### src/rtl/bit_serial_operand_tx.sv
// bit_serial_operand_tx
//
// Parallel-in, serial-out transmitter feeding the bit-serial operand input of
// the serial large-number multiplier. One WIDTH-bit word is accepted over a
// valid/ready handshake and shifted out one bit per accepted beat, with
// first/last-bit flags and a one-cycle completion pulse.
//
// Parameters:
//   WIDTH      operand width in bits (>= 1)
//   MSB_FIRST  0: bit 0 goes out first; 1: bit WIDTH-1 goes out first
//
// Ports:
//   clk         system clock, rising edge
//   resetn      asynchronous reset, active HIGH despite the name
//   in_valid    operand word present on in_data
//   in_ready    transmitter can accept a word (IDLE only)
//   in_data     operand word
//   sout        serial data bit (0 when sout_valid is low)
//   sout_valid  sout carries a frame bit
//   sout_ready  downstream accepts the current bit
//   sof         current bit is the first bit of the frame
//   eof         current bit is the last bit of the frame
//   busy        frame in progress
//   done        one-cycle pulse after the last bit is accepted
//
// Optional feature (macro SERIAL_TX_PARITY_EN):
//   When defined, an even-parity bit (XOR of the latched word) is appended as
//   an extra beat after data bit WIDTH-1; eof then marks the parity beat.
//
// Every output is decoded from registered state (FSM, counter, shift
// register), so there is no combinational path from any input to any output.

module bit_serial_operand_tx #(
    parameter int unsigned WIDTH     = 256,
    parameter bit          MSB_FIRST = 1'b0
) (
    input  logic             clk,
    input  logic             resetn,
    input  logic             in_valid,
    output logic             in_ready,
    input  logic [WIDTH-1:0] in_data,
    output logic             sout,
    output logic             sout_valid,
    input  logic             sout_ready,
    output logic             sof,
    output logic             eof,
    output logic             busy,
    output logic             done
);

    // Counter can hold WIDTH itself, so it never wraps inside a frame.
    localparam int unsigned CNT_W = $clog2(WIDTH + 1);
    localparam logic [CNT_W-1:0] CNT_LAST = CNT_W'(WIDTH - 1);

`ifdef SERIAL_TX_PARITY_EN
    typedef enum logic [1:0] {
        StIdle   = 2'b00,
        StShift  = 2'b01,
        StDone   = 2'b10,
        StParity = 2'b11
    } state_e;
`else
    typedef enum logic [1:0] {
        StIdle  = 2'b00,
        StShift = 2'b01,
        StDone  = 2'b10
    } state_e;
`endif

    state_e             state_q, state_d;
    logic [WIDTH-1:0]   shreg_q, shreg_d;
    logic [CNT_W-1:0]   cnt_q, cnt_d;
    logic               beat;
    logic               out_bit;
    logic               cnt_is_first;
    logic               cnt_is_last;

`ifdef SERIAL_TX_PARITY_EN
    logic               par_q, par_d;
`endif

    // ------------------------------------------------------------------
    // State registers
    // ------------------------------------------------------------------
    always_ff @(posedge clk or posedge resetn) begin
        if (resetn) begin
            state_q <= StIdle;
            shreg_q <= '0;
            cnt_q   <= '0;
        end else begin
            state_q <= state_d;
            shreg_q <= shreg_d;
            cnt_q   <= cnt_d;
        end
    end

`ifdef SERIAL_TX_PARITY_EN
    always_ff @(posedge clk or posedge resetn) begin
        if (resetn) begin
            par_q <= 1'b0;
        end else begin
            par_q <= par_d;
        end
    end
`endif

    // The bit at the output end of the shift register is the current bit.
    assign out_bit      = MSB_FIRST ? shreg_q[WIDTH-1] : shreg_q[0];
    assign cnt_is_first = (cnt_q == '0);
    assign cnt_is_last  = (cnt_q == CNT_LAST);

    // ------------------------------------------------------------------
    // Next-state logic
    // ------------------------------------------------------------------
    always_comb begin
        state_d = state_q;
        shreg_d = shreg_q;
        cnt_d   = cnt_q;
`ifdef SERIAL_TX_PARITY_EN
        par_d   = par_q;
`endif

        unique case (state_q)
            StIdle: begin
                if (in_valid) begin
                    shreg_d = in_data;
                    cnt_d   = '0;
`ifdef SERIAL_TX_PARITY_EN
                    par_d   = ^in_data;
`endif
                    state_d = StShift;
                end
            end

            StShift: begin
                if (sout_ready) begin
                    // Shift toward the output end with zero fill.
                    shreg_d = MSB_FIRST ? (shreg_q << 1) : (shreg_q >> 1);
                    cnt_d   = cnt_q + CNT_W'(1);
                    if (cnt_is_last) begin
`ifdef SERIAL_TX_PARITY_EN
                        state_d = StParity;
`else
                        state_d = StDone;
`endif
                    end
                end
            end

`ifdef SERIAL_TX_PARITY_EN
            StParity: begin
                if (sout_ready) begin
                    state_d = StDone;
                end
            end
`endif

            StDone: begin
                state_d = StIdle;
            end

            default: begin
                state_d = StIdle;
            end
        endcase
    end

    // ------------------------------------------------------------------
    // Output decode
    // ------------------------------------------------------------------
    always_comb begin
        in_ready   = 1'b0;
        sout       = 1'b0;
        sout_valid = 1'b0;
        sof        = 1'b0;
        eof        = 1'b0;
        busy       = 1'b0;
        done       = 1'b0;

        unique case (state_q)
            StIdle: begin
                in_ready = 1'b1;
            end

            StShift: begin
                sout_valid = 1'b1;
                busy       = 1'b1;
                sout       = out_bit;
                sof        = cnt_is_first;
`ifdef SERIAL_TX_PARITY_EN
                eof        = 1'b0;
`else
                eof        = cnt_is_last;
`endif
            end

`ifdef SERIAL_TX_PARITY_EN
            StParity: begin
                sout_valid = 1'b1;
                busy       = 1'b1;
                sout       = par_q;
                eof        = 1'b1;
            end
`endif

            StDone: begin
                done = 1'b1;
            end

            default: begin
                in_ready = 1'b0;
            end
        endcase
    end

    assign beat = sout_valid & sout_ready;

    // beat is kept as a named handshake term for waveform readability only.
    logic unused_beat;
    assign unused_beat = beat;

endmodule

### config.mk
export PLATFORM = sky130hd
export DESIGN_NAME = bit_serial_operand_tx
export DESIGN_NICKNAME = d
export VERILOG_FILES = /design/src/rtl/bit_serial_operand_tx.sv
export SDC_FILE = /design/constraint.sdc
export NUM_CORES = 1
export LEC_CHECK = 0
export ABC_AREA = 1
export CORE_UTILIZATION = 30
export DETAILED_ROUTE_END_ITERATION = 8
export SYNTH_ARGS = -nofsm -noshare
export SYNTH_HDL_FRONTEND = slang
export SYNTH_SLANG_ARGS = --single-unit
export TNS_END_PERCENT = 100
### constraint.sdc
create_clock -name clk -period 16.5 [get_ports clk]
set_input_delay 3.3 -clock clk [delete_from_list [all_inputs] [get_ports clk]]
set_output_delay 3.3 -clock clk [all_outputs]
set_load 0.05 [all_outputs]
==> results.md, run 1 <==
- Status: finished clean
- Global routing's busiest layer: met2
- Hold_buf cts: 0
- Initial antenna violation count: 4
- CP delay by family, top: buffers and inverters
- Final Slew Violations: 0
- Maximum capacitance violations: 0
- Hold Violations, Final: 0
- Peak Freq: 149 MHz
- Mapped Area: 12700 sq um
- RSZ-0062 raised after global routing: no
- Fin Hold WS: 0.514 ns
- Clk Latency, worst-skew pair: 0.52 ns
- Critical path's slowest cell: clkdlybuf4s50_1
- Sequential area share after synthesis: 52.5%
- First-pass GRT wire length: 49.1 mm
- Critical path endpoint category: output pin
- Largest net degree at the start of global routing: 294
- Port Buffers: 266
- Delay of the slowest critical-path stage: 0.94 ns
- Pre-antenna DRT Iters: 5
- Worst path required time: 13.20 ns
- Placed cell count: 2174
- CTS sink count: 267
- Post-CTS sizing: 0
- Longest Clk Path Bufs: 3
- Max_slew headroom: 15.3%
- Area growth syn-to-layout: 30.9%
- CTS H-tree lvls: 2
- # rows: 75
- Element type at the critical path start: register
- WS Path Type: reg2out
- Total die area: 43300 sq um
- Max VDD drop: 0.0621 mV
- Mean area per synthesized cell: 8.62 sq um
- CTS buffer count: 34
- Syn Inst Count: 1477
- Stages on worst setup path: 5
- CORE AREA: 41900 sq um
- Post-CTS Setup Repair Bufs: 0
- Layout Utilization: 39.8%
- CP max FO: 209
- Final non-filler cell total: 2235
- Layout Nets: 1934
- Worst min path class: reg2reg
- M3 GR Usage: 4.17%
- Met1 Use GR: 18.1%
- R2R cell count: 6
- Reg-to-reg slack, setup: 13.65 ns
- Buf/Inv on CP: 4
- Hold path start: shreg_q[112]
- Yosys warnings: 0
- Final HPWL DP: 18.4 mm
- Crit path capture: sout_valid
- Detail Route Antenna Nets: 0
- Met2 Usage GRT: 21.3%
- Io pins: 267
- DRC: 0
- Chip Width: 208 um
- Fin crit share: 40.7%
- FF+latch count, synth: 267
- Setup crit start: state_q[1]
- Worst slew pin tran: 1.27 ns
- CTS tree: done
- PD cells: 145 nW/um^2
- Initial Utilization: 30.4%
- Grt ovf: 0
- Routability cong.: 0.747
- Layout cells sized above 1: 3.48%
- Tot GR Track Use: 13.8%
- Via density per instance: 4.60
- CP cell instances: inv_1 > nand2_1 > inv_8 > buf_12 > clkdlybuf4s50_1
- Clock Tree Root: clkbuf_16
- Setup TNS: 0 ns
- Vias in the first global route: 9928
- Final Skew: 0.0164 ns
- Worst-path clk slew: 0.05 ns
- Post-Syn Nets: 1740
- Final wirelength: 29.5 mm
- DR iter-0 viols: 668
- RR Startpoint: state_q[0]
- Synth unique cells: 23
- Die height: 208 um
- WL per Instance: 13.2 um
- Worst endpoint data arrival time: 3.42 ns
- Leakage Power: 7.85 nW
- DR vias: 10300
- Period minus WS final: 6.72 ns
- Reg2reg end: shreg_q[115]
- Final Setup Violations: 0
[cells in the final DEF (no fill, tap or decap), drive strengths merged]
| master | n |
|---|---|
| clkdlybuf4s50 | 266 |
| nor3 | 4 |
| nor2 | 17 |
| diode | 2 |
| buf | 6 |
| nand4 | 1 |
| inv | 272 |
| nand3 | 9 |
| a21oi | 2 |
| o21ai | 260 |
| o22ai | 1 |
| clkinv | 6 |
| clkbuf | 53 |
| ha | 3 |
| xor2 | 2 |
| dfrtp | 267 |
| o211ai | 255 |
| nand2 | 270 |
[stage by stage]
stage | setup slack (ns) | power (mW) | area, sq um
2_1_floorplan | 5.85 | 1.55 | 12700
3_5_place_dp | 10.0 | 1.73 | 15600
3_3_place_gp | 10.07 | 1.71 | 15600
6_report | 9.78 | 2.42 | 16700
5_1_grt | 9.53 | 2.63 | 16700
4_1_cts | 9.70 | 2.46 | 16700
[worst min path at each step]
stage	end	slack (ns)	depth (start not counted)
global route	shreg_q[133]	0.54	2
finish	shreg_q[112]	0.51	2
detailed placement	shreg_q[112]	0.50	2
global placement	shreg_q[104]	0.50	2
floorplan	shreg_q[104]	0.49	2
CTS	shreg_q[112]	0.52	2
[tightest hold or removal path: cells and delay by family (launching register included)]
kind                   cells  cell delay (ns)
buffers and inverters      1             0.05
AOI/OAI and AO/OA          1             0.11
DFF                        1             0.32
[cell usage after synthesis]
cell type | instances | share of area (%)
nor3_1 | 4 | 0.16
nand2_2 | 1 | 0.049
xor2_1 | 2 | 0.14
nor2_1 | 16 | 0.47
nand3_1 | 8 | 0.31
inv_2 | 1 | 0.029
o21ai_1 | 6 | 0.24
nand4_1 | 1 | 0.049
inv_1 | 271 | 8.0
o211ai_1 | 255 | 15
ha_1 | 3 | 0.29
nand2_1 | 268 | 7.9
buf_6 | 2 | 0.18
o22ai_1 | 1 | 0.049
a21oi_1 | 2 | 0.079
nand2_4 | 1 | 0.088
buf_4 | 8 | 0.47
dfrtp_1 | 267 | 52
clkbuf_1 | 24 | 0.71
nand3_2 | 1 | 0.079
o21ai_0 | 254 | 10
nor2_2 | 1 | 0.049
buf_2 | 80 | 3.1
[report_power, final]
part	internal [mW]	switching [mW]	total, mW
logic	0.297	0.413	0.710
registers	0.930	0.0739	1.00
clock network	0.426	0.277	0.702
[state kept, by name (all words and copies together) (netlist names)]
name,flops
state_q,2
shreg_q,256
cnt_q,9
[layer usage]
layer / vias up / wire, um / share of wire (%)
li1: 5293 / - / -
met1: 4740 / 13900 / 47
met2: 193 / 13000 / 44
met3: 46 / 1850 / 6.2
met4: 4 / 709 / 2.4
met5: - / 32 / 0.11
[cell type report]
type / count / area [sq um]
Sequential cell: 267 / 6680
Fill cell: 4242 / 25200
Inverter: 272 / 1040
Timing Repair Buffer: 272 / 2750
Multi-Input combinational cell: 824 / 4460
Tap cell: 539 / 674
Clock inverter: 6 / 30.0
Clock buffer: 53 / 1030
Antenna cell: 2 / 5.00
[logic make-up (layout without fill, tap and decap cells)]
logic type | count (synthesis) | count (layout) | share of synthesized area, %
XOR/XNOR | 2 | 2 | 0.138
adder cells (fa/ha/maj) | 3 | 3 | 0.295
buffers and inverters | 386 | 603 | 12.5
AO/OA/AOI/OAI | 518 | 518 | 25.4
flip-flops | 267 | 267 | 52.5
AND/OR/NAND/NOR | 301 | 301 | 9.16
other | 0 | 2 | 0
(Power assumes the default switching activity.)
==> run 2, diff against run 1 <==
Clock period 16.5 ns to 6.85 ns, I/O delays scaled along.
==> run 2 against run 1 <==
  * Final cell count hardly changed
  * Global-route usage is 0.14 points higher
  * Design area hardly changed
  * Register-to-register slack worse by 9.7 ns
  * Hold slack better by 0.0046 ns
  * Power is 140% higher
  * Sequential power is 140% higher
  * Critical endpoint is now busy
  * Sequential share of layout area hardly changed
  * Clock skew is 0.0023 ns lower
  * Worst setup slack worse by 7.4 ns
==> results.md, run 2 (synthesis gave the netlist of run 1 again) <==
- Io pins: 267
- Reg2reg end: shreg_q[180]
- Final Setup Violations: 0
- Post-Place Setup Slack: 2.87 ns
- Sequential cell area: 6680 sq um
- Worst path required time: 5.48 ns
- Largest net degree at the start of global routing: 245
- Total die area: 43300 sq um
- R2R cell count: 7
- Hold_buf cts: 0
- Final Slew Violations: 0
- RSZ-0062 raised after global routing: no
- CTS buffer count: 31
- Critical path endpoint category: output pin
- Status: finished clean
- Met2 Usage GRT: 21.4%
- Final WS setup: 2.41 ns
- Most frequent cells in the layout: 270 x inv_1, 268 x nand2_1, 267 x dfrtp_1
- CTS sink count: 267
- Period minus WS final: 4.44 ns
- Clk Latency, worst-skew pair: 0.56 ns
- Most common cell after layout, fill and taps aside: inv_1
- Setup crit start: state_q[1]
- M3 GR Usage: 4.26%
- Area taken by multi-input logic gates: 4460 sq um
- Via density per instance: 4.68
- CORE AREA: 41900 sq um
- Fillers: 4199
- Area growth syn-to-layout: 31.0%
- Vias in the first global route: 9983
- Grt ovf: 0
- Placed cell count: 2177
- Die height: 208 um
- Max VDD drop: 0.175 mV
- Largest Register: shreg_q
- Max reg flops: 256
- CTS tree: done
- Worst min path class: reg2reg
- # diodes: 0
- Chip Width: 208 um
- PD cells: 350 nW/um^2
- Layout Nets: 1934
- Final wirelength: 29.9 mm
- DR vias: 10500
- Tot GR Track Use: 13.9%
- WL per Instance: 13.4 um
- WS Path Type: reg2out
- Detail Route Antenna Nets: 0
- Routability cong.: 0.774
- Max_slew headroom: 25.9%
- DRC: 0
- Worst endpoint data arrival time: 3.07 ns
- RR Startpoint: state_q[1]
- CP max FO: 174
- Fin crit share: 64.8%
- Port Buffers: 266
- Crit path capture: busy
- Element type at the critical path start: register
- Worst slew pin tran: 1.11 ns
- Global routing's busiest layer: met2
- Design Power: 5.84 mW
- Pre-antenna DRT Iters: 5
- CTS H-tree lvls: 1
- Reg-to-reg slack, setup: 3.97 ns
- Hold Violations, Final: 0
- DR iter-0 viols: 676
- First-pass GRT wire length: 50.6 mm
- # rows: 75
- Worst-path clk slew: 0.06 ns
- Layout cells sized above 1: 3.60%
- Post-CTS sizing: 0
- Met1 Use GR: 19.0%
- Leakage Power: 7.85 nW
- Final HPWL DP: 19.0 mm
- Initial Utilization: 30.4%
- Largest registers: shreg_q x256, cnt_q x9, state_q x2
- Final Skew: 0.0141 ns
- Setup TNS: 0 ns
- Final non-filler cell total: 2233
- Post-CTS Setup Repair Bufs: 0
- Longest Clk Path Bufs: 3
- Maximum capacitance violations: 0
- Clock Tree Root: clkbuf_16
- Peak Freq: 225 MHz
- Initial antenna violation count: 2
-- run 2: cell types whose count changed in the layout (fill, tap and decap cells not counted), moves of 2 or more --
cell | previous run | this run
clkbuf_16 | 37 | 31
bufinv_16 | 0 | 4
buf_4 | 3 | 6
clkbuf_8 | 4 | 7
clkinv_2 | 6 | 3
clkbuf_1 | 12 | 10
diode_2 | 2 | 0
-- run 2: stage by stage --
stage / util [%] / cell area [sq um] / hold slack [ns]
3_3_place_gp: 37.3 / 15600 / 0.504
3_5_place_dp: 37.3 / 15600 / 0.504
2_1_floorplan: - / 12700 / 0.486
6_report: 39.8 / 16700 / 0.519
5_1_grt: 39.8 / 16700 / 0.546
4_1_cts: 39.8 / 16700 / 0.522
-- run 2: layout make-up --
cell class / count / share of cell area [%]
multi-input combinational: 824 / 26.8
sequential: 267 / 40.1
timing repair buffer: 275 / 16.6
inverter: 272 / 6.19
clock inverter: 8 / 0.863
clock buffer: 48 / 5.46
tap: 539 / 4.05
-- run 2: layer usage --
layer	up-vias	routed length, um
met5	-	13
met4	2	614
met3	42	1960
met2	204	13200
met1	4917	14100
li1	5290	-
-- run 2: worst min path at each step --
| stage | end | slack [ns] | start | depth (start not counted) |
|---|---|---|---|---|
| 2_1_floorplan | shreg_q[104] | 0.49 | shreg_q[104] | 2 |
| 3_3_place_gp | shreg_q[132] | 0.50 | shreg_q[132] | 2 |
| 3_5_place_dp | shreg_q[104] | 0.50 | shreg_q[104] | 2 |
| 4_1_cts | shreg_q[104] | 0.52 | shreg_q[104] | 2 |
| 5_1_grt | shreg_q[14] | 0.55 | shreg_q[14] | 2 |
| 6_report | shreg_q[104] | 0.52 | shreg_q[104] | 2 |
-- run 2: critical path, stage by stage, from the launching register on --
cell             delay, ns
dfrtp_1               0.38
inv_1                 0.10
nand2_1               0.21
inv_8                 0.51
clkdlybuf4s50_1       0.97
-- run 2: power by group --
group / internal (mW) / total, mW / switching, mW
Sequential: 2.24 / 2.42 / 0.181
Combinational: 0.716 / 1.72 / 1.00
Clock: 1.05 / 1.71 / 0.651
Total: 4.01 / 5.84 / 1.83
==> run 3, diff against run 2 <==
Clock period 6.85 ns to 4.14 ns, I/O delays scaled along.
==> run 3 against run 2 <==
  * Register-to-register slack worse by 2.1 ns
  * Power is 67% higher
  * Sequential power is 65% higher
  * Sequential cell count stayed put
  * First-iteration DRC count is 12% higher
  * Design area is 0.94% higher
  * Non-clock buffer count is 7 higher
  * Count of clock-buffer cells in the layout is 6 higher
  * Clock skew is 0.0019 ns higher
  * Clock power is 70% higher
  * Critical endpoint is now eof
  * Largest cell class unchanged
  * Largest power group unchanged
  * Highest routed layer unchanged
==> results.md, run 3 (synthesis gave the netlist of run 1 again) <==
- CTS H-tree lvls: 2
- Fin crit share: 88.2%
- Grt ovf: 0
- CP max FO: 5
- Post-CTS sizing: 0
- Post-CTS Setup Repair Bufs: 0
- CTS tree: done
- Most common cell after layout, fill and taps aside: inv_1
- Clock Power Share: 29.7%
- Die height: 208 um
- Fillers: 4181
- Final non-filler cell total: 2243
- Layout cells sized above 1: 3.93%
- Sequential cell area: 6680 sq um
- Status: finished clean
- Final HPWL DP: 19.5 mm
- Delay of the slowest critical-path stage: 0.84 ns
- Final Skew: 0.0160 ns
- CTS sink count: 267
- Leakage Power: 7.93 nW
- Worst min path class: reg2reg
- Longest Clk Path Bufs: 3
- P_int: 6.68 mW
- DR vias: 10500
- # rows: 75
- Total die area: 43300 sq um
- Buf/Inv on CP: 2
- Combinational power share: 29.4%
- Final wirelength: 30.5 mm
- Worst path required time: 3.31 ns
- Max VDD drop: 0.286 mV
- Hold_buf cts: 0
- Final Slew Violations: 0
- Tot GR Track Use: 14.3%
- Largest net degree at the start of global routing: 171
- Max_slew headroom: 48.6%
- Hold Violations, Final: 0
- Detail Route Antenna Nets: 0
- Largest Register: shreg_q
- Most frequent cells in the layout: 270 x inv_1, 268 x nand2_1, 267 x dfrtp_1
- Area taken by multi-input logic gates: 4460 sq um
- Critical path's slowest cell: clkdlybuf4s50_1
- Largest registers: shreg_q x256, cnt_q x9, state_q x2
- Area growth syn-to-layout: 32.2%
- WL per Instance: 13.6 um
- DRC: 0
- CTS buffer count: 34
- Element type at the critical path start: register
- Net Sw Frac: 31.6%
- Peak Freq: 274 MHz
- Layout Nets: 1944
- Routability cong.: 0.740
- First-pass GRT wire length: 51.1 mm
- CORE AREA: 41900 sq um
- Setup TNS: 0 ns
- Critical path endpoint category: output pin
- CP delay by family, top: buffers and inverters
- Final Setup Violations: 0
- Clk Latency, worst-skew pair: 0.53 ns
- Worst endpoint data arrival time: 2.82 ns
- Placed cell count: 2184
- Worst-path clk slew: 0.06 ns
- # diodes: 0
- PD cells: 581 nW/um^2
- WS Path Type: reg2out
- CP cell instances: ha_1 > nand3_1 > nor2_1 > nand2_1 > nor2_1 > ha_1 > inv_1 > nor2_1 > clkdlybuf4s50_1
- Initial Utilization: 30.4%
- Via density per instance: 4.67
- Io pins: 267
- Post-Place Setup Slack: 1.02 ns
- Clock Tree Root: clkbuf_16
- Period minus WS final: 3.65 ns
- Vias in the first global route: 10100
- Crit-path most repeated cell: nor2_1
- DR iter-0 viols: 758
- Switching power: 3.09 mW
- Share of power burned in registers: 40.9%
- Max reg flops: 256
- Worst slew pin tran: 0.771 ns
- Chip Width: 208 um
- Pre-antenna DRT Iters: 5
- Final WS setup: 0.489 ns
- Initial antenna violation count: 2
- Maximum capacitance violations: 0
- RSZ-0062 raised after global routing: no
- Port Buffers: 266
run 3: area by class of cell:
| type | instances | share of cell area [%] |
|---|---|---|
| Tap cell | 539 | 4.01 |
| Clock buffer | 54 | 5.93 |
| Sequential cell | 267 | 39.7 |
| Timing Repair Buffer | 282 | 17.2 |
| Clock inverter | 5 | 0.506 |
| Inverter | 272 | 6.13 |
| Multi-Input combinational cell | 824 | 26.5 |
run 3: per-layer routing:
| metal | up-vias | global-route usage (%) | part of all wire (%) |
|---|---|---|---|
| met5 | - | 0 | 0.036 |
| li1 | 5321 | - | - |
| met1 | 4911 | 18.8 | 46 |
| met2 | 190 | 22.8 | 46 |
| met3 | 43 | 4.17 | 6.3 |
| met4 | 2 | 4.42 | 1.9 |
run 3: tightest hold or removal path: cells and delay by family, from the launching register on:
kind	cells	cell delay, ns
flip-flops	1	0.32
AO/OA/AOI/OAI	1	0.11
buffers and inverters	1	0.05
run 3: final timing paths:
kind | from | endpoint | slack [ns] | depth (start not counted)
setup / recovery | cnt_q[0] | eof | 0.49 | 9
hold / removal | shreg_q[104] | shreg_q[104] | 0.52 | 2
setup reg to reg | state_q[1] | shreg_q[237] | 1.83 | 7
hold reg to reg | shreg_q[104] | shreg_q[104] | 0.52 | 2
max in group asynchronous | resetn | shreg_q[101] | 2.64 | 4
min in group asynchronous | resetn | shreg_q[222] | 0.78 | 3
run 3: power by group through the flow:
stage,Clock [mW],Sequential [mW],Combinational (mW)
2_1_floorplan,0,3.98,2.21
3_3_place_gp,0,4.02,2.82
3_5_place_dp,0,4.05,2.90
4_1_cts,3.03,4.01,2.93
5_1_grt,3.12,4.12,3.41
6_report,2.90,4.00,2.87
run 3: through the flow:
step	hold slack (ns)	area (sq um)	power [mW]	util, %
6_report	0.521	16800	9.78	40.2
5_1_grt	0.553	16800	10.7	40.2
4_1_cts	0.527	16800	9.97	40.2
3_5_place_dp	0.513	15700	6.95	37.6
3_3_place_gp	0.502	15700	6.83	37.6
2_1_floorplan	0.486	12700	6.19	-
